**src/rtl/blkram_rd_pkg.sv**
```systemverilog
// Shared definitions for the block-RAM burst reader.
// Holds the default geometry of the 4k x 9 block RAM the reader is paired
// with, the reader FSM state type, and the RAM read latency that the
// return-data pipeline in the top level has to cover.
package blkram_rd_pkg;

  localparam int unsigned AddrWidthDef = 12;
  localparam int unsigned DataWidthDef = 9;

  // Cycles from an enabled address to data on ram_douta: one for the array
  // read, one for the RAM's output register.
  localparam int unsigned RdLatency = 2;

  typedef enum logic [1:0] {
    IDLE  = 2'd0,
    RUN   = 2'd1,
    DRAIN = 2'd2
  } rd_state_e;

endpackage

```
**src/rtl/blkram_burst_reader_if.sv**
```systemverilog
// Bus bundle between the burst reader and its environment.
// Groups three things: the command handshake (cmd_*), the read-only RAM
// port (ram_*), and the output stream (out_*) together with the busy flag.
//   master : the reader. It drives cmd_ready, ram_*, out_valid/data/last
//            and busy.
//   slave  : the environment. It drives the command, ram_douta and
//            out_ready.
interface blkram_burst_reader_if
  import blkram_rd_pkg::*;
#(
  parameter int unsigned AddrWidth = AddrWidthDef,
  parameter int unsigned DataWidth = DataWidthDef
);

  logic                 cmd_valid;
  logic                 cmd_ready;
  logic [AddrWidth-1:0] cmd_addr;
  logic [AddrWidth:0]   cmd_len;

  logic                 ram_ena;
  logic                 ram_regcea;
  logic                 ram_wea;
  logic [AddrWidth-1:0] ram_addra;
  logic [DataWidth-1:0] ram_douta;

  logic                 out_valid;
  logic                 out_ready;
  logic [DataWidth-1:0] out_data;
  logic                 out_last;

  logic                 busy;

  modport master (
    input  cmd_valid, cmd_addr, cmd_len, ram_douta, out_ready,
    output cmd_ready, ram_ena, ram_regcea, ram_wea, ram_addra,
           out_valid, out_data, out_last, busy
  );

  modport slave (
    output cmd_valid, cmd_addr, cmd_len, ram_douta, out_ready,
    input  cmd_ready, ram_ena, ram_regcea, ram_wea, ram_addra,
           out_valid, out_data, out_last, busy
  );

endinterface

```
**src/rtl/rd_skid_fifo.sv**
```systemverilog
// Small synchronous FIFO that buffers words returned by the RAM until the
// stream consumer takes them. A push and a pop may happen in the same cycle.
// The caller must never push when the FIFO is full or pop when it is empty.
// Ports:
//   clka, resetn : clock and asynchronous active-low reset.
//   push_i       : write wdata_i at the tail.
//   wdata_i      : word to write.
//   pop_i        : drop the head entry.
//   rdata_o      : head entry. Only meaningful when empty_o is low.
//   count_o      : number of occupied entries.
//   empty_o      : high when count_o is 0.
//   full_o       : high when count_o equals Depth.
module rd_skid_fifo #(
  parameter int unsigned Width = 10,
  parameter int unsigned Depth = 4
) (
  input  logic                         clka,
  input  logic                         resetn,
  input  logic                         push_i,
  input  logic [Width-1:0]             wdata_i,
  input  logic                         pop_i,
  output logic [Width-1:0]             rdata_o,
  output logic [$clog2(Depth+1)-1:0]   count_o,
  output logic                         empty_o,
  output logic                         full_o
);

  localparam int unsigned PtrW = (Depth > 1) ? $clog2(Depth) : 1;
  localparam int unsigned CntW = $clog2(Depth + 1);

  logic [Width-1:0] mem_q [Depth];
  logic [PtrW-1:0]  wr_ptr_q, rd_ptr_q;
  logic [CntW-1:0]  count_q;

  // Advance a pointer. The explicit wrap lets Depth be any value, not only
  // a power of two.
  function automatic logic [PtrW-1:0] ptr_inc(input logic [PtrW-1:0] p);
    return (p == PtrW'(Depth - 1)) ? '0 : p + PtrW'(1);
  endfunction

  // The storage array has no reset; the pointers decide what is valid.
  always_ff @(posedge clka) begin
    if (push_i) mem_q[wr_ptr_q] <= wdata_i;
  end

  always_ff @(posedge clka or negedge resetn) begin
    if (!resetn) begin
      wr_ptr_q <= '0;
      rd_ptr_q <= '0;
      count_q  <= '0;
    end else begin
      if (push_i) wr_ptr_q <= ptr_inc(wr_ptr_q);
      if (pop_i)  rd_ptr_q <= ptr_inc(rd_ptr_q);
      unique case ({push_i, pop_i})
        2'b10:   count_q <= count_q + CntW'(1);
        2'b01:   count_q <= count_q - CntW'(1);
        default: count_q <= count_q;
      endcase
    end
  end

  assign rdata_o = mem_q[rd_ptr_q];
  assign count_o = count_q;
  assign empty_o = (count_q == '0);
  assign full_o  = (count_q == CntW'(Depth));

endmodule

```
**src/rtl/blkram_burst_reader.sv**
```systemverilog
// Streaming burst read engine for a single-port block RAM with a registered
// output. It takes one (addr, len) command at a time and issues read-only
// accesses to consecutive addresses, wrapping at the top of the address
// space. It tracks the two-cycle RAM latency with a valid/last shift
// register and buffers the returned words in a small FIFO, then presents
// them on a valid/ready stream. The last word of the burst carries
// out_last.
// Issue is credit based. A read is only started when the words already
// buffered plus the reads still in flight leave room in the FIFO. This
// means a stalled consumer can never cause a returned word to be dropped.
// Ports:
//   clka   : single clock for the reader and the RAM it drives.
//   resetn : asynchronous active-low reset. It is allowed mid-burst and
//            discards all in-flight data.
//   bus    : master side of blkram_burst_reader_if (command, RAM port,
//            output stream, busy).
module blkram_burst_reader
  import blkram_rd_pkg::*;
#(
  parameter int unsigned AddrWidth = AddrWidthDef,
  parameter int unsigned DataWidth = DataWidthDef,
  parameter int unsigned FifoDepth = 4
) (
  input  logic                  clka,
  input  logic                  resetn,
  blkram_burst_reader_if.master bus
);

  localparam int unsigned LenW  = AddrWidth + 1;
  localparam int unsigned CntW  = $clog2(FifoDepth + 1);
  localparam int unsigned UsedW = CntW + 1;

  rd_state_e            state_q;
  logic [AddrWidth-1:0] cur_addr_q;
  logic [LenW-1:0]      remaining_q;
  logic                 cmd_ready_q, busy_q;

  logic                 vld_p1_q, last_p1_q;
  logic                 vld_p2_q, last_p2_q;

  logic [CntW-1:0]      fifo_count;
  logic                 fifo_empty, fifo_full;
  logic [DataWidth:0]   fifo_rdata;

  logic [UsedW-1:0]     used;
  logic                 issue, push, pop, head_last;

  // Every read already started occupies a FIFO slot: either it is stored,
  // or it is still in the RAM pipeline. The count used here is the value
  // before any pop in this cycle, so a slot freed by a pop is only reused
  // one cycle later.
  always_comb begin
    used = UsedW'(fifo_count) + UsedW'(vld_p1_q) + UsedW'(vld_p2_q);
  end

  assign issue     = (state_q == RUN) && (used < UsedW'(FifoDepth));
  assign pop       = !fifo_empty && bus.out_ready;
  assign head_last = fifo_rdata[DataWidth];
  // The credit rule already prevents pushing into a full FIFO.
  // The full check is a backstop only.
  assign push      = vld_p2_q && !fifo_full;

  always_ff @(posedge clka or negedge resetn) begin
    if (!resetn) begin
      state_q     <= IDLE;
      cmd_ready_q <= 1'b1;
      busy_q      <= 1'b0;
      cur_addr_q  <= '0;
      remaining_q <= '0;
    end else begin
      unique case (state_q)
        IDLE: begin
          // A zero-length command is accepted and completes immediately.
          if (bus.cmd_valid && (bus.cmd_len != '0)) begin
            cur_addr_q  <= bus.cmd_addr;
            remaining_q <= bus.cmd_len;
            state_q     <= RUN;
            cmd_ready_q <= 1'b0;
            busy_q      <= 1'b1;
          end
        end
        RUN: begin
          if (issue) begin
            cur_addr_q  <= cur_addr_q + AddrWidth'(1);
            remaining_q <= remaining_q - LenW'(1);
            if (remaining_q == LenW'(1)) state_q <= DRAIN;
          end
        end
        DRAIN: begin
          if (pop && head_last) begin
            state_q     <= IDLE;
            cmd_ready_q <= 1'b1;
            busy_q      <= 1'b0;
          end
        end
        default: begin
          state_q     <= IDLE;
          cmd_ready_q <= 1'b1;
          busy_q      <= 1'b0;
        end
      endcase
    end
  end

  // ---- p1: RAM array read, output register enabled next ----
  // ---- p2: ram_douta valid, written into the FIFO ----
  always_ff @(posedge clka or negedge resetn) begin
    if (!resetn) begin
      vld_p1_q  <= 1'b0;
      last_p1_q <= 1'b0;
      vld_p2_q  <= 1'b0;
      last_p2_q <= 1'b0;
    end else begin
      vld_p1_q  <= issue;
      last_p1_q <= issue && (remaining_q == LenW'(1));
      vld_p2_q  <= vld_p1_q;
      last_p2_q <= last_p1_q;
    end
  end

  rd_skid_fifo #(
    .Width (DataWidth + 1),
    .Depth (FifoDepth)
  ) u_fifo (
    .clka    (clka),
    .resetn  (resetn),
    .push_i  (push),
    .wdata_i ({last_p2_q, bus.ram_douta}),
    .pop_i   (pop),
    .rdata_o (fifo_rdata),
    .count_o (fifo_count),
    .empty_o (fifo_empty),
    .full_o  (fifo_full)
  );

  assign bus.cmd_ready  = cmd_ready_q;
  assign bus.busy       = busy_q;
  assign bus.ram_ena    = issue;
  assign bus.ram_regcea = vld_p1_q;
  assign bus.ram_wea    = 1'b0;
  assign bus.ram_addra  = cur_addr_q;
  assign bus.out_valid  = !fifo_empty;
  // Gate the head with empty. The FIFO storage has no reset, so this keeps
  // the stream outputs at zero whenever nothing is buffered.
  assign bus.out_data   = fifo_empty ? '0 : fifo_rdata[DataWidth-1:0];
  assign bus.out_last   = !fifo_empty && head_last;

endmodule

```
**src/flat_wrapper.sv**
```systemverilog
// flat-port wrapper written by rule: the top's interface ports become plain ports
module blkram_burst_reader_flat import blkram_rd_pkg::*;
#(
  parameter int unsigned AddrWidth = AddrWidthDef,
  parameter int unsigned DataWidth = DataWidthDef,
  parameter int unsigned FifoDepth = 4
)
  (clka, resetn, bus_cmd_valid, bus_cmd_addr, bus_cmd_len, bus_ram_douta, bus_out_ready, bus_cmd_ready, bus_ram_ena, bus_ram_regcea, bus_ram_wea, bus_ram_addra, bus_out_valid, bus_out_data, bus_out_last, bus_busy);
  blkram_burst_reader_if #(.AddrWidth(AddrWidth), .DataWidth(DataWidth)) bus_i ();
  input  logic clka;
  input  logic resetn;
  input wire logic [$bits(bus_i.cmd_valid)-1:0] bus_cmd_valid;
  input wire logic [$bits(bus_i.cmd_addr)-1:0] bus_cmd_addr;
  input wire logic [$bits(bus_i.cmd_len)-1:0] bus_cmd_len;
  input wire logic [$bits(bus_i.ram_douta)-1:0] bus_ram_douta;
  input wire logic [$bits(bus_i.out_ready)-1:0] bus_out_ready;
  output wire logic [$bits(bus_i.cmd_ready)-1:0] bus_cmd_ready;
  output wire logic [$bits(bus_i.ram_ena)-1:0] bus_ram_ena;
  output wire logic [$bits(bus_i.ram_regcea)-1:0] bus_ram_regcea;
  output wire logic [$bits(bus_i.ram_wea)-1:0] bus_ram_wea;
  output wire logic [$bits(bus_i.ram_addra)-1:0] bus_ram_addra;
  output wire logic [$bits(bus_i.out_valid)-1:0] bus_out_valid;
  output wire logic [$bits(bus_i.out_data)-1:0] bus_out_data;
  output wire logic [$bits(bus_i.out_last)-1:0] bus_out_last;
  output wire logic [$bits(bus_i.busy)-1:0] bus_busy;
  assign bus_i.cmd_valid = bus_cmd_valid;
  assign bus_i.cmd_addr = bus_cmd_addr;
  assign bus_i.cmd_len = bus_cmd_len;
  assign bus_i.ram_douta = bus_ram_douta;
  assign bus_i.out_ready = bus_out_ready;
  assign bus_cmd_ready = bus_i.cmd_ready;
  assign bus_ram_ena = bus_i.ram_ena;
  assign bus_ram_regcea = bus_i.ram_regcea;
  assign bus_ram_wea = bus_i.ram_wea;
  assign bus_ram_addra = bus_i.ram_addra;
  assign bus_out_valid = bus_i.out_valid;
  assign bus_out_data = bus_i.out_data;
  assign bus_out_last = bus_i.out_last;
  assign bus_busy = bus_i.busy;
  blkram_burst_reader #(.AddrWidth(AddrWidth), .DataWidth(DataWidth), .FifoDepth(FifoDepth)) u_core (.clka(clka), .resetn(resetn), .bus(bus_i));
endmodule
```
**config.mk**
```make
export PLATFORM = sky130hd
export DESIGN_NAME = blkram_burst_reader_flat
export DESIGN_NICKNAME = d
export VERILOG_FILES = /design/src/rtl/blkram_rd_pkg.sv /design/src/rtl/blkram_burst_reader_if.sv /design/src/rtl/rd_skid_fifo.sv /design/src/rtl/blkram_burst_reader.sv /design/src/flat_wrapper.sv
export SDC_FILE = /design/constraint.sdc
export NUM_CORES = 1
export LEC_CHECK = 0
export BUFFER_PORTS_ARGS = -buffer_cell sky130_fd_sc_hd__buf_2
export CORE_AREA = 2 2 100 126
export DETAILED_ROUTE_END_ITERATION = 8
export DIE_AREA = 0 0 102 128
export GPL_ROUTABILITY_DRIVEN = 1
export PLACE_DENSITY = 0.59
export SLEW_MARGIN = 5
export SYNTH_ARGS = -nofsm -noshare
export SYNTH_HDL_FRONTEND = slang
export SYNTH_SLANG_ARGS = --single-unit
```
**constraint.sdc**
```tcl
create_clock -name clka -period 1.9 [get_ports clka]
set_input_delay 0.095 -clock clka [delete_from_list [all_inputs] [get_ports clka]]
set_output_delay 0.095 -clock clka [all_outputs]
set_load 0.1 [all_outputs]
```
## Word level (Yosys, flattened, before mapping)

Memory sizes are Yosys's and may differ from the RTL's.
Cells that the tools add are included.

- Output and inout bits: 28
- Bits of input ports: 38
- Memories kept: 1
- RAM bits: 40
- Bits in registers: 40

Memories:

| memory | depth | width | rd ports | clocked after Yosys merged registers in | write ports | line | source |
|---|---|---|---|---|---|---|---|
| u_core.u_fifo.mem_q | 4 | 10 | 1 | 0 | 1 | rd_skid_fifo.sv:31 | `logic [Width-1:0] mem_q [Depth];` |

- Reduce and logical (&&, ||, !) cells: 17
- Bitwise logic cells: 1
- Multiplexer cells: 23
- Equal/unequal tests: 12
- Order comparisons: 1
- $add $sub $neg: 8

Operators by type and width:

| operator | count |
|---|---|
| 13-bit 2-to-1 mux | 2 |
| 13-bit case mux with 2 select lines | 1 |
| 12-bit 2-to-1 mux | 2 |
| 12-bit case mux with 2 select lines | 1 |
| 13-bit by 1-bit == test with 1-bit output (second input constant) | 1 |
| 13-bit nonzero test | 1 |
| 13-bit by 1-bit subtractor with 13-bit output (second input constant) | 1 |
| 12-bit by 1-bit adder with 12-bit output (second input constant) | 1 |
| 2-bit 2-to-1 mux | 6 |
| 9-bit 2-to-1 mux | 1 |
| 2-bit == test (second input constant) | 4 |
| 1-bit logical AND | 7 |
| 1-bit 2-to-1 mux | 6 |
| 2-bit by 1-bit inequality test with 1-bit output (second input constant) | 3 |
| 1-bit case mux with 3 select lines | 2 |
| 2-bit case mux with 3 select lines | 1 |
| 3-bit case mux with 2 select lines | 1 |
| 3-bit AND reduction | 2 |
| 2-bit by 1-bit adder with 2-bit output (second input constant) | 2 |
| 3-bit by 1-bit adder with 4-bit output | 1 |
| 4-bit by 1-bit adder with 4-bit output | 1 |
| 2-bit by 1-bit == test with 1-bit output (second input constant) | 2 |
| 4-bit by 3-bit less-than comparator with 1-bit output (second input constant) | 1 |
| 4-bit AND reduction | 1 |
| 9 further kinds | 11 |

## Depth between registers and ports, before layout

Gate-level depths: netlist of run 1.

- Depth after elaboration: 6
- Mapped depth: 9
- Depth with buffers taken out: 9

## Hierarchy

A second synthesis of run 1 with hierarchy kept.

- Cell total of the unflattened synthesis: 317
- Area total of the unflattened synthesis: 3876.2 µm²

Modules (own cells, without submodules):

| module | sequential area each (µm²) | cells an instance | area an instance (µm²) | instances |
|---|---|---|---|---|
| blkram_burst_reader | 827.0 | 227 | 2010.7 | 1 |
| rd_skid_fifo | 1376.3 | 90 | 1865.5 | 1 |

## Least setup slack after synthesis of run 1

OpenSTA, ideal clock, no wires.

- Path type: register to register
- Start point: register u_core.vld_p1_q (netlist: u_core.bus.ram_regcea)
- End point: register u_core.cur_addr_q[8] (netlist: u_core.bus.ram_addra[8])
- Library setup time: 0.094 ns
- Buffers on the path: 1
- Stages on the path, launching flop included: 7
- Path slack: -0.768 ns
- Period minus slack after synthesis: 2.668 ns
- Arrival time: 2.575 ns
- Data required time: 1.806 ns
- Path through: dfrtp_1 -> and3_1 -> or4_1 -> inv_2 -> buf_2 -> nor2_1 -> a221oi_2

- Word-level cells in the longest chain between the ends: 6

Ends and longest elaborated chain:

| what | line | source |
|---|---|---|
| start, declared | blkram_burst_reader.sv:38 | `logic vld_p1_q, last_p1_q;` |
| start signal, assigned | blkram_burst_reader.sv:114 | `vld_p1_q <= issue;` |
| 3-bit by 1-bit adder with 4-bit output | blkram_burst_reader.sv:53 | `used = UsedW'(fifo_count) + UsedW'(vld_p1_q) + UsedW'(vld_p2_q);` |
| 4-bit by 1-bit adder with 4-bit output | blkram_burst_reader.sv:53 |  |
| 4-bit by 3-bit less-than comparator with 1-bit output | blkram_burst_reader.sv:56 | `assign issue = (state_q == RUN) && (used < UsedW'(FifoDepth));` |
| 1-bit logical AND | blkram_burst_reader.sv:56 |  |
| via bus_ram_ena | flat_wrapper.sv:18 | `output wire logic [$bits(bus_i.ram_ena)-1:0] bus_ram_ena;` |
| 2-bit by 1-bit inequality test with 1-bit output (no source line) | -- |  |
| 3-bit AND reduction (no source line) | -- |  |
| end signal, assigned | blkram_burst_reader.sv:75 | `cur_addr_q <= bus.cmd_addr;` |
| end signal, assigned | blkram_burst_reader.sv:84 | `cur_addr_q <= cur_addr_q + AddrWidth'(1);` |
| end, declared | blkram_burst_reader.sv:34 | `logic [AddrWidth-1:0] cur_addr_q;` |

The timed path passes the listed nets, and every way through them passes these cells.
A chain may end at the register's enable or synchronous reset.

## Final worst setup path of run 1

- Start point: register u_core.vld_p2_q
- End point: output port bus_ram_ena

- Word-level cells in the longest chain between the ends: 3

Ends and longest elaborated chain:

| what | line | source |
|---|---|---|
| start, declared | blkram_burst_reader.sv:39 | `logic vld_p2_q, last_p2_q;` |
| start signal, assigned | blkram_burst_reader.sv:116 | `vld_p2_q <= vld_p1_q;` |
| 4-bit by 1-bit adder with 4-bit output | blkram_burst_reader.sv:53 |  |
| 4-bit by 3-bit less-than comparator with 1-bit output | blkram_burst_reader.sv:56 |  |
| 1-bit logical AND | blkram_burst_reader.sv:56 |  |
| end, declared | flat_wrapper.sv:18 |  |

No other way between the ends.

==> results.md, run 1 <==
- Status: complete, but fails checks
- Failing checks: setup timing
- Vias in the first global route: 3284
- Mapped Area: 4100 um^2
- Asr flop ratio synth: 0.500
- Io pins: 66
- Met1 usage: 0.197
- F_max: around 480 MHz
- Slew @ Worst Pin: 0.552 ns
- Cell taking the most area after synthesis: edfxtp_1
- Routability-driven placement congestion ratio: 0.799
- Initial Util: 0.343
- First-pass GRT wire length: 16500 um
- Ratio of cells with drive above 1 in the final layout: 0.436
- DR iter-0 viols: 170
- Ys Warns: 0
- Final setup fails: 26
- Post-synth EDFFs: 40
- Final setup margin: -0.193 ns
- Routed vias/inst: 5.16
- Initial antenna violation count: 0
- Filler Cell Count: between 1000 and 1500
- # nets final: 498
- Register area share after synthesis: 0.538
- Hold Path Depth: 3
- Avg WL per Cell: ~16 um
- RSZ-0062 raised after global routing: true
- CP required: 1.80 ns
- Placed Cells: between 500 and 600
- Via count: 3187
- Total GRT Usage: 0.164
- CTS tree: done
- Critical Path Sink Type: output pin
- Area delta synth->final: 36.8%
- Post-synth top area share: 0.293
- Drt drc: 0
- CP Launch Type: flip-flop
- Top cells by area, synth: edfxtp_1, dfrtp_1, mux4_2, a221oi_2, ha_1
- R2R depth: 6
- Die area: 13100 um^2
- Leakage: 2.29 nW
- Setup CP Type: reg -> out
- Synthesized instance count: 340
- Worst endpoint data arrival time: 2.00 ns
- Post-synth top flop: edfxtp_1
- Hold crit path type: in -> reg
- Global routing usage on met2: 0.290
- Slew Limit Fails: 0
- Final period util: 1.10
- Clk_skew: 0.00591 ns
- Max-cap violations: 0
- PortBufs: 64
- DPL Wire Length: 7060 um
- CTS Buf Count: 9
- Mapped Nets: 389
- CTS Buffer Depth: 2
- ANT nets after route: 0
- Most Crowded Layer GR: met2
- Antenna Cells: 0
- Clk sinks: 80
- Post-synth cell types: 60
- Clock-pin slew on the worst setup and hold paths: 0.06 ns
- Worst-path fanout max: 3
- DIE WIDTH: roughly 100 um
- GR Util met3: 0.0322
- Worst-skew pair later-pin latency: 0.34 ns
- H-tree levels: 3
- Fin Hold WS: 0.0356 ns
- Final Util: 0.469
- Clock Tree Root: clkbuf_16
- IR drop worst, VDD: approximately 0.0011 V
- Worst slew margin relative to its limit: 0.632
- Largest net degree at the start of global routing: 36
- Post-synthesis register bit count: 80
- Final min period: 2.09 ns
- Syn Area/Cell: 12.0 um^2
- Top post-synthesis cells by count: edfxtp_1, dfrtp_1, nor2_1
- Site row count: 45
- DRT Wirelength: 10200 um
- Most common cell in the netlist: edfxtp_1
- Non-Filler Instances: between 600 and 700
- Die Y: roughly 130 um
- Final hold violation count: 0
- Pwr/cell area: 1850 nW/um^2
- 1st-pass router iterations: 4
- GRT overflow: 0
- Core ar.: 11900 um^2
-- worst max-delay path: stages (launching register included) --
cell and delay, ns:
dfrtp_1 0.38, ha_1 0.29, and3_4 0.18, or4_4 0.46, inv_8 0.08, buf_4 0.11, buf_12 0.16
-- area by class of cell --
class | instances | area [um^2] | share of cell area
Inverter | 14 | 60.1 | 0.0107
Sequential cell | 80 | 2230 | 0.397
Clock inverter | 6 | 91.3 | 0.0163
Multi-Input combinational cell | 227 | 1820 | 0.325
Clock buffer | 10 | 229 | 0.0409
Timing Repair Buffer | 117 | 971 | 0.173
Tap cell | 164 | 205 | 0.0366
-- path summary, 6_finish.rpt --
check / from / to / slack (ns)
max in group asynchronous: resetn / u_core.bus.cmd_ready$_DFFE_PN1P_ / 1.06
max: u_core.vld_p2_q$_DFF_PN0_ / bus_ram_ena / -0.19
min: bus_cmd_addr[0] / u_core.bus.ram_addra[0]$_DFFE_PN0P_ / 0.04
min in group asynchronous: resetn / u_core.remaining_q[5]$_DFFE_PN0P_ / 0.27
max reg2reg: u_core.vld_p2_q$_DFF_PN0_ / u_core.bus.ram_addra[1]$_DFFE_PN0P_ / -0.17
min reg2reg: u_core.last_p1_q$_DFF_PN0_ / u_core.last_p2_q$_DFF_PN0_ / 0.35
-- kinds of logic (layout without fill, tap and decap cells) --
| family | count (synthesis) | after routing | synth area share |
|---|---|---|---|
| AOI/OAI and AO/OA | 70 | 70 | 0.152 |
| xor gates and xnor gates | 3 | 3 | 0.00642 |
| adders and majority gates | 11 | 11 | 0.0354 |
| buffers and inverters | 33 | 147 | 0.0357 |
| DFF | 80 | 80 | 0.538 |
| muxes | 15 | 15 | 0.0678 |
| other | 1 | 1 | 0.000916 |
| and+or+nand+nor | 127 | 127 | 0.163 |
-- cells in the final DEF (no fill, tap or decap), drive strengths merged, types with 11 or more instances in the layout --
cell type | Yosys | layout
buf | 6 | 107
inv | 14 | 15
nor2 | 31 | 31
nor3 | 12 | 12
dfrtp | 39 | 39
nand2 | 24 | 24
a221oi | 11 | 11
and2 | 16 | 16
edfxtp | 40 | 40
-- registers in the layout, indices dropped and copies added, names as in the netlist --
name and flops:
u_core.bus.busy 1, u_core.bus.ram_regcea 1, u_core.u_fifo.rd_ptr_q 2, u_core.u_fifo.count_o 3, u_core.bus.ram_addra 12, u_core.bus.cmd_ready 1, u_core.remaining_q 13, u_core.u_fifo.mem_q 40
u_core.last_p1_q 1, u_core.state_q 2, u_core.u_fifo.wr_ptr_q 2, u_core.last_p2_q 1, u_core.vld_p2_q 1
-- layer usage --
layer | vias up | part of all wire
li1 | 1524 | -
met2 | 89 | 0.52
met4 | 0 | 0.017
met1 | 1563 | 0.42
met3 | 11 | 0.038
met5 | - | 0
-- power by group --
group	internal, mW	leakage [nW]	switching (mW)	total (mW)
combinational	2.33	1.30	3.59	5.92
sequential	2.26	0.833	0.296	2.56
clock	1.16	0.157	0.707	1.86
-- what timing repair did --
item / 4_1_cts / 5_1_grt
endpoints found under the hold margin: 57 / 0
setup buffers: 5 / 2
setup endpoints to repair: 31 / 38
cloned: 0 / 0
gates resized for setup: 23 / 32
pin swaps: 0 / 3
hold buffers: 10 / 0
-- metrics by stage --
stage	TNS [ns]	instance area (um^2)	worst slack [ns]	power (mW)
floorplan	-0.636	4200	-0.0743	6.43
global placement	-0.576	4950	-0.0612	7.55
detailed placement	-0.981	4950	-0.113	7.64
CTS	-2.72	5480	-0.204	9.92
global route	-4.74	5600	-0.243	10.8
finish	-2.61	5600	-0.193	10.3
Note: power is estimated with default switching activity, not from simulation.
==> inputs of run 2 (changes only) <==
--- a/config.mk
+++ b/config.mk
@@ -6,11 +6,11 @@
 export NUM_CORES = 1
 export LEC_CHECK = 0
 export BUFFER_PORTS_ARGS = -buffer_cell sky130_fd_sc_hd__buf_2
-export CORE_AREA = 2 2 100 126
+export CORE_AREA = 2 2 84 106
 export DETAILED_ROUTE_END_ITERATION = 8
-export DIE_AREA = 0 0 102 128
+export DIE_AREA = 0 0 86 108
 export GPL_ROUTABILITY_DRIVEN = 1
-export PLACE_DENSITY = 0.59
+export PLACE_DENSITY = 0.78
 export SLEW_MARGIN = 5
 export SYNTH_ARGS = -nofsm -noshare
 export SYNTH_HDL_FRONTEND = slang
==> results.md, run 2 (same netlist as run 1, synthesis figures left out) <==
- Clk pwr share: 0.139 (-0.041)
- Clk sinks: 80 (unchanged)
- Placed Cells: 516 (-12%)
- First-pass GRT wire length: 17100 um (+3.5%)
- Most Crowded Layer GR: met2
- CP required: 1.80 ns (about the same)
- Core ar.: 8190 um^2 (-31%)
- Worst endpoint data arrival time: 2.02 ns (+0.02 ns)
- Routed vias/inst: 6.00 (+16%)
- Worst-skew pair later-pin latency: 0.36 ns (+0.02 ns)
- Clock-pin slew on the worst setup and hold paths: 0.09 ns (+0.03 ns)
- DR iter-0 viols: 193 (+14%)
- Filler Cell Count: 580 (-47%)
- Slew Limit Fails: 0 (unchanged)
- Final period util: 1.11 (+0.0100)
- DRT Wirelength: 10700 um (+5.0%)
- CTS Buf Count: 9 (unchanged)
- Pre-CTS setup slack: -0.0926 ns (+0.0205 ns)
- Worst-path fanout max: 3 (unchanged)
- Leakage: 2.32 nW (+1.1%)
- Ratio of cells with drive above 1 in the final layout: 0.463 (+0.0271)
- DPL Wire Length: 6820 um (-3.3%)
- CP Launch Type: flip-flop
- Final setup fails: 26 (unchanged)
- H-tree levels: 3 (unchanged)
- Final hold violation count: 0 (unchanged)
- CTS Buffer Depth: 2 (unchanged)
- Met1 usage: 0.275 (+0.0780)
- Failing checks: setup timing
- Io pins: 66 (unchanged)
- Avg WL per Cell: 19.1 um (+16%)
- Initial antenna violation count: 0 (unchanged)
- Global routing usage on met2: 0.440 (+0.150)
- Worst r2r src: u_core.vld_p2_q$_DFF_PN0_
- Hold crit path type: in -> reg
- Setup CP Type: reg -> out
- Sw Share: 0.454 (+0.00973)
- PortBufs: 64 (unchanged)
- Die area: 9290 um^2 (-29%)
- CTS tree: done
- Final setup margin: -0.212 ns (-0.0190 ns)
- Reg with most FFs: u_core.u_fifo.mem_q
- Clk_skew: 0.00915 ns (+0.00323 ns)
- # nets final: 506 (+1.6%)
- Slew @ Worst Pin: 0.771 ns (+0.218 ns)
- Commonest non-fill, non-tap cell in the layout: buf_2
- Max-cap violations: 0 (unchanged)
- Area delta synth->final: 36.6%
- Most frequent cells in the layout: buf_2, edfxtp_1, buf_4, nor2_1, dfrtp_1
- Final min period: 2.11 ns (+0.0190 ns)
- GR Util met3: 0.0305 (-0.00164)
- Antenna Cells: 0 (unchanged)
- Largest register FFs: 40 (unchanged)
- 1st-pass router iterations: 5 (+1)
- Pwr/cell area: 1850 nW/um^2 (+0.40%)
- Worst slew margin relative to its limit: 0.486 (-0.146)
- Routability-driven placement congestion ratio: 0.871 (+8.9%)
- Status: complete, but fails checks
- Drt drc: 0 (unchanged)
- Largest net degree at the start of global routing: 36 (unchanged)
- Via count: 3352 (+5.2%)
- Reg power frac: 0.248 (about the same)
- Critical Path Sink Type: output pin
- Die Y: 108 um (-16%)
- F_max: 473 MHz (-0.90%)
- GRT overflow: 0 (unchanged)
- Total GRT Usage: 0.238 (+0.0736)
- Fin Hold WS: 0.0387 ns (+0.00317 ns)
- Net switching power: 4.71 mW (+2.4%)
- Logic pwr share: 0.613 (+0.041)
- Non-Filler Instances: 559 (-9.5%)
- Pint: 5.67 mW (-1.5%)
- IR drop worst, VDD: 0.00141 V (+25%)
- Worst Setup SP: u_core.vld_p2_q$_DFF_PN0_
- Hold Startpoint: bus_cmd_len[1]
- Vias in the first global route: 3480 (+6.0%)
- ANT nets after route: 0 (unchanged)
- Initial Util: 0.500 (+0.157)
- Clock Tree Root: clkbuf_8
- DIE WIDTH: 86 um (-16%)
- RSZ-0062 raised after global routing: true
- Site row count: 37 (-18%)
[run 2: cell types whose count changed in the layout (fill, tap and decap cells not counted), moves of 3 or more]
cell / before / now
buf_6: 10 / 5
clkbuf_8: 0 / 10
buf_12: 13 / 16
clkbuf_16: 9 / 1
buf_4: 31 / 36
[run 2: timing repair]
action	4_1_cts	5_1_grt
hold buffers	11	0
buffers inserted	13	1
resized for setup	59	11
pin swaps	13	8
endpoints found under the hold margin	65	0
setup endpoints to repair	30	40
cloned	2	2
[run 2: area by class of cell]
type | instances | area, um^2 | share of cell area
Clock buffer | 10 | 138 | 0.0246
Timing Repair Buffer | 124 | 1090 | 0.195
Inverter | 14 | 60.1 | 0.0107
Multi-Input combinational cell | 228 | 1870 | 0.334
Sequential cell | 80 | 2230 | 0.398
Tap cell | 97 | 121 | 0.0217
Clock inverter | 6 | 91.3 | 0.0163
[run 2: path summary, 6_finish.rpt]
path,to,slack [ns],cells past startpoint
max,bus_ram_ena,-0.21,6
min,u_core.remaining_q[1]$_DFFE_PN0P_,0.04,3
max reg2reg,u_core.remaining_q[0]$_DFFE_PN0P_,-0.20,8
min reg2reg,u_core.last_p2_q$_DFF_PN0_,0.36,0
max in group asynchronous,u_core.u_fifo.rd_ptr_q[1]$_DFFE_PN0P_,0.92,3
min in group asynchronous,u_core.bus.ram_addra[1]$_DFFE_PN0P_,0.36,2
[run 2: worst max-delay path, stage by stage (launching register included)]
cell and delay [ns]:
dfrtp_1 0.39, ha_1 0.29, and3_4 0.18, or4_4 0.46, inv_8 0.08, buf_6 0.09
buf_12 0.16
[run 2: stage by stage]
| stage | area (um^2) | total power, mW | utilization | TNS (ns) |
|---|---|---|---|---|
| finish | 5590 | 10.4 | 0.683 | -3.10 |
| global route | 5590 | 10.8 | 0.683 | -4.58 |
| global placement | 4870 | 7.47 | 0.594 | -0.215 |
| detailed placement | 4870 | 7.62 | 0.594 | -0.983 |
| CTS | 5550 | 10.3 | 0.677 | -2.87 |
| floorplan | 4200 | 6.43 | - | -0.636 |
[run 2: power groups by stage]
stage                     Clock, mW  Sequential, mW  Combinational [mW]
after floorplan                   0            3.02                3.40
after global placement            0            2.56                4.91
after detailed placement          0            2.60                5.02
after CTS                      1.45            2.56                6.24
after global routing           1.54            2.61                6.68
final                          1.44            2.57                6.36
[run 2: metal layers]
layer  vias up  part of all wire
met5         -                 0
met4         0             0.017
met3        17             0.056
met2       140              0.54
met1      1663              0.39
li1       1532                 -
==> inputs of run 3 (changes only) <==
--- a/config.mk
+++ b/config.mk
@@ -11,6 +11,7 @@
 export DIE_AREA = 0 0 86 108
 export GPL_ROUTABILITY_DRIVEN = 1
 export PLACE_DENSITY = 0.78
+export SETUP_SLACK_MARGIN = 0.1
 export SLEW_MARGIN = 5
 export SYNTH_ARGS = -nofsm -noshare
 export SYNTH_HDL_FRONTEND = slang
==> results.md, run 3 (same netlist as run 1, synthesis figures left out) <==
- Non-Filler Instances: 562 (+0.54%)
- Pwr/cell area: 1870 nW/um^2 (+0.95%)
- Site row count: 37 (unchanged)
- Placed Cells: 513 (-0.58%)
- H-tree levels: 3 (unchanged)
- First-pass GRT wire length: 17400 um (+1.9%)
- ANT nets after route: 0 (unchanged)
- Die Y: 108 um (unchanged)
- Slew Limit Fails: 0 (unchanged)
- Via count: 3378 (+0.78%)
- Ratio of cells with drive above 1 in the final layout: 0.477 (+0.0142)
- Final min period: 2.17 ns (+0.0587 ns)
- Avg WL per Cell: 19.5 um (+1.8%)
- Vias in the first global route: 3387 (-2.7%)
- Clk sinks: 80 (unchanged)
- Leakage: 2.35 nW (+1.2%)
- Io pins: 66 (unchanged)
- CTS Buf Count: 9 (unchanged)
- Routability-driven placement congestion ratio: 0.871 (about the same)
- Setup CP Type: reg -> out
- CP Launch Type: flip-flop
- # nets final: 509 (+0.59%)
- Routed vias/inst: 6.01 (+0.24%)
- Total power draw: 10.7 mW (+2.8%)
- Status: complete, but fails checks
- Final setup margin: -0.271 ns (-0.0587 ns)
- Core ar.: 8190 um^2 (unchanged)
- 1st-pass router iterations: 4 (-1)
- F_max: 461 MHz (-2.7%)
- Worst slew margin relative to its limit: 0.541 (+0.0553)
- DRT Wirelength: 10900 um (+2.3%)
- DPL Wire Length: 6810 um (-0.16%)
- DR iter-0 viols: 215 (+11%)
- Reg with most FFs: u_core.u_fifo.mem_q
- Clock-pin slew on the worst setup and hold paths: 0.08 ns (about the same)
- CTS Buffer Depth: 2 (unchanged)
- CP required: 1.80 ns (about the same)
- Initial antenna violation count: 0 (unchanged)
- Total GRT Usage: 0.246 (+0.00857)
- Worst-skew pair later-pin latency: 0.35 ns (about the same)
- Die area: 9290 um^2 (unchanged)
- Most frequent cells in the layout: buf_2, edfxtp_1, buf_4, nor2_1, dfrtp_1
- Clk_skew: 0.0108 ns (+0.00163 ns)
- Worst-path fanout max: 3 (unchanged)
- IR drop worst, VDD: 0.00176 V (+24%)
- Largest net degree at the start of global routing: 36 (unchanged)
- Failing checks: setup timing
- GRT overflow: 0 (unchanged)
- Hold crit path type: in -> reg
- CTS tree: done
- Critical Path Sink Type: output pin
- Max-cap violations: 0 (unchanged)
- DIE WIDTH: 86 um (unchanged)
- Final setup fails: 32 (+23%)
- RSZ-0062 raised after global routing: true
- Final period util: 1.14 (+0.0309)
- Antenna Cells: 0 (unchanged)
- Drt drc: 0 (unchanged)
- PortBufs: 64 (unchanged)
- Commonest non-fill, non-tap cell in the layout: buf_2
- Worst endpoint data arrival time: 2.08 ns (+0.06 ns)
- Clock Tree Root: clkbuf_8
- Initial Util: 0.500 (unchanged)
- Slew @ Worst Pin: 0.685 ns (-0.0855 ns)
- Area delta synth->final: 39.1%
- Final hold violation count: 0 (unchanged)
- Largest register FFs: 40 (unchanged)
==> run 3: cell types whose count changed in the layout (fill, tap and decap cells not counted), sizes merged <==
cell	previous run	this run
buf	112	116
clkbuf	11	12
clkinv	3	2
clkinvlp	0	1
dlygate4sd3	11	10
inv	15	14
==> run 3: report_power, final <==
| part | switching, mW | internal (mW) |
|---|---|---|
| combinational | 3.90 | 2.77 |
| clock | 0.641 | 0.777 |
| sequential | 0.315 | 2.26 |
==> run 3: layout make-up <==
class                      instances  area [um^2]
clock buffer                      11          141
clock inverter                     5         81.3
fill                             562         2500
inverter                          14         65.1
multi-input combinational        228         1930
sequential                        80         2220
tap                               97          121
timing repair buffer             127         1130
==> run 3: metal layers <==
layer  track usage  share of wire  vias up
li1              -              -     1541
met1         0.290           0.38     1669
met2         0.452           0.55      151
met3        0.0344          0.054       17
met4        0.0896          0.014        0
met5             0              0        -
==> run 3: per-stage QoR <==
step / setup WS, ns / hold WS (ns) / setup TNS [ns] / area [um^2] / utilization
after floorplan: -0.0697 / -0.201 / -0.602 / 4210 / -
after global placement: -0.0383 / -0.0193 / -0.175 / 4840 / 0.591
after detailed placement: -0.119 / -0.0190 / -0.954 / 4840 / 0.591
after CTS: -0.253 / 0.0166 / -3.75 / 5560 / 0.678
after global routing: -0.310 / 0.0431 / -6.90 / 5700 / 0.695
final: -0.271 / 0.0322 / -5.28 / 5700 / 0.695
==> run 3: worst paths after layout <==
path                                            start                                  end  slack [ns]  cells past startpoint
setup / recovery            u_core.vld_p2_q$_DFF_PN0_                          bus_ram_ena       -0.27                      6
hold / removal                        bus_cmd_addr[0]  u_core.bus.ram_addra[0]$_DFFE_PN0P_        0.03                      3
setup reg to reg            u_core.vld_p2_q$_DFF_PN0_   u_core.remaining_q[12]$_DFFE_PN0P_       -0.23                      9
hold reg to reg            u_core.last_p1_q$_DFF_PN0_           u_core.last_p2_q$_DFF_PN0_        0.36                      0
max in group asynchronous                      resetn     u_core.bus.cmd_ready$_DFFE_PN1P_        1.21                      3
min in group asynchronous                      resetn    u_core.remaining_q[5]$_DFFE_PN0P_        0.13                      2
==> run 3: what timing repair did <==
action / in CTS / in global routing
setup endpoints to repair: 39 / 41
pin swaps: 14 / 14
hold buffers: 10 / 0
endpoints found under the hold margin: 75 / 0
gates cloned: 2 / 1
setup buffers: 16 / 5
gates resized for setup: 58 / 22
==> run 3: worst max-delay path: stages (launching register included) <==
cell     delay [ns]
dfrtp_1        0.41
ha_1           0.31
and3_4         0.18
or4_4          0.47
inv_8          0.08
buf_4          0.11
buf_12         0.16
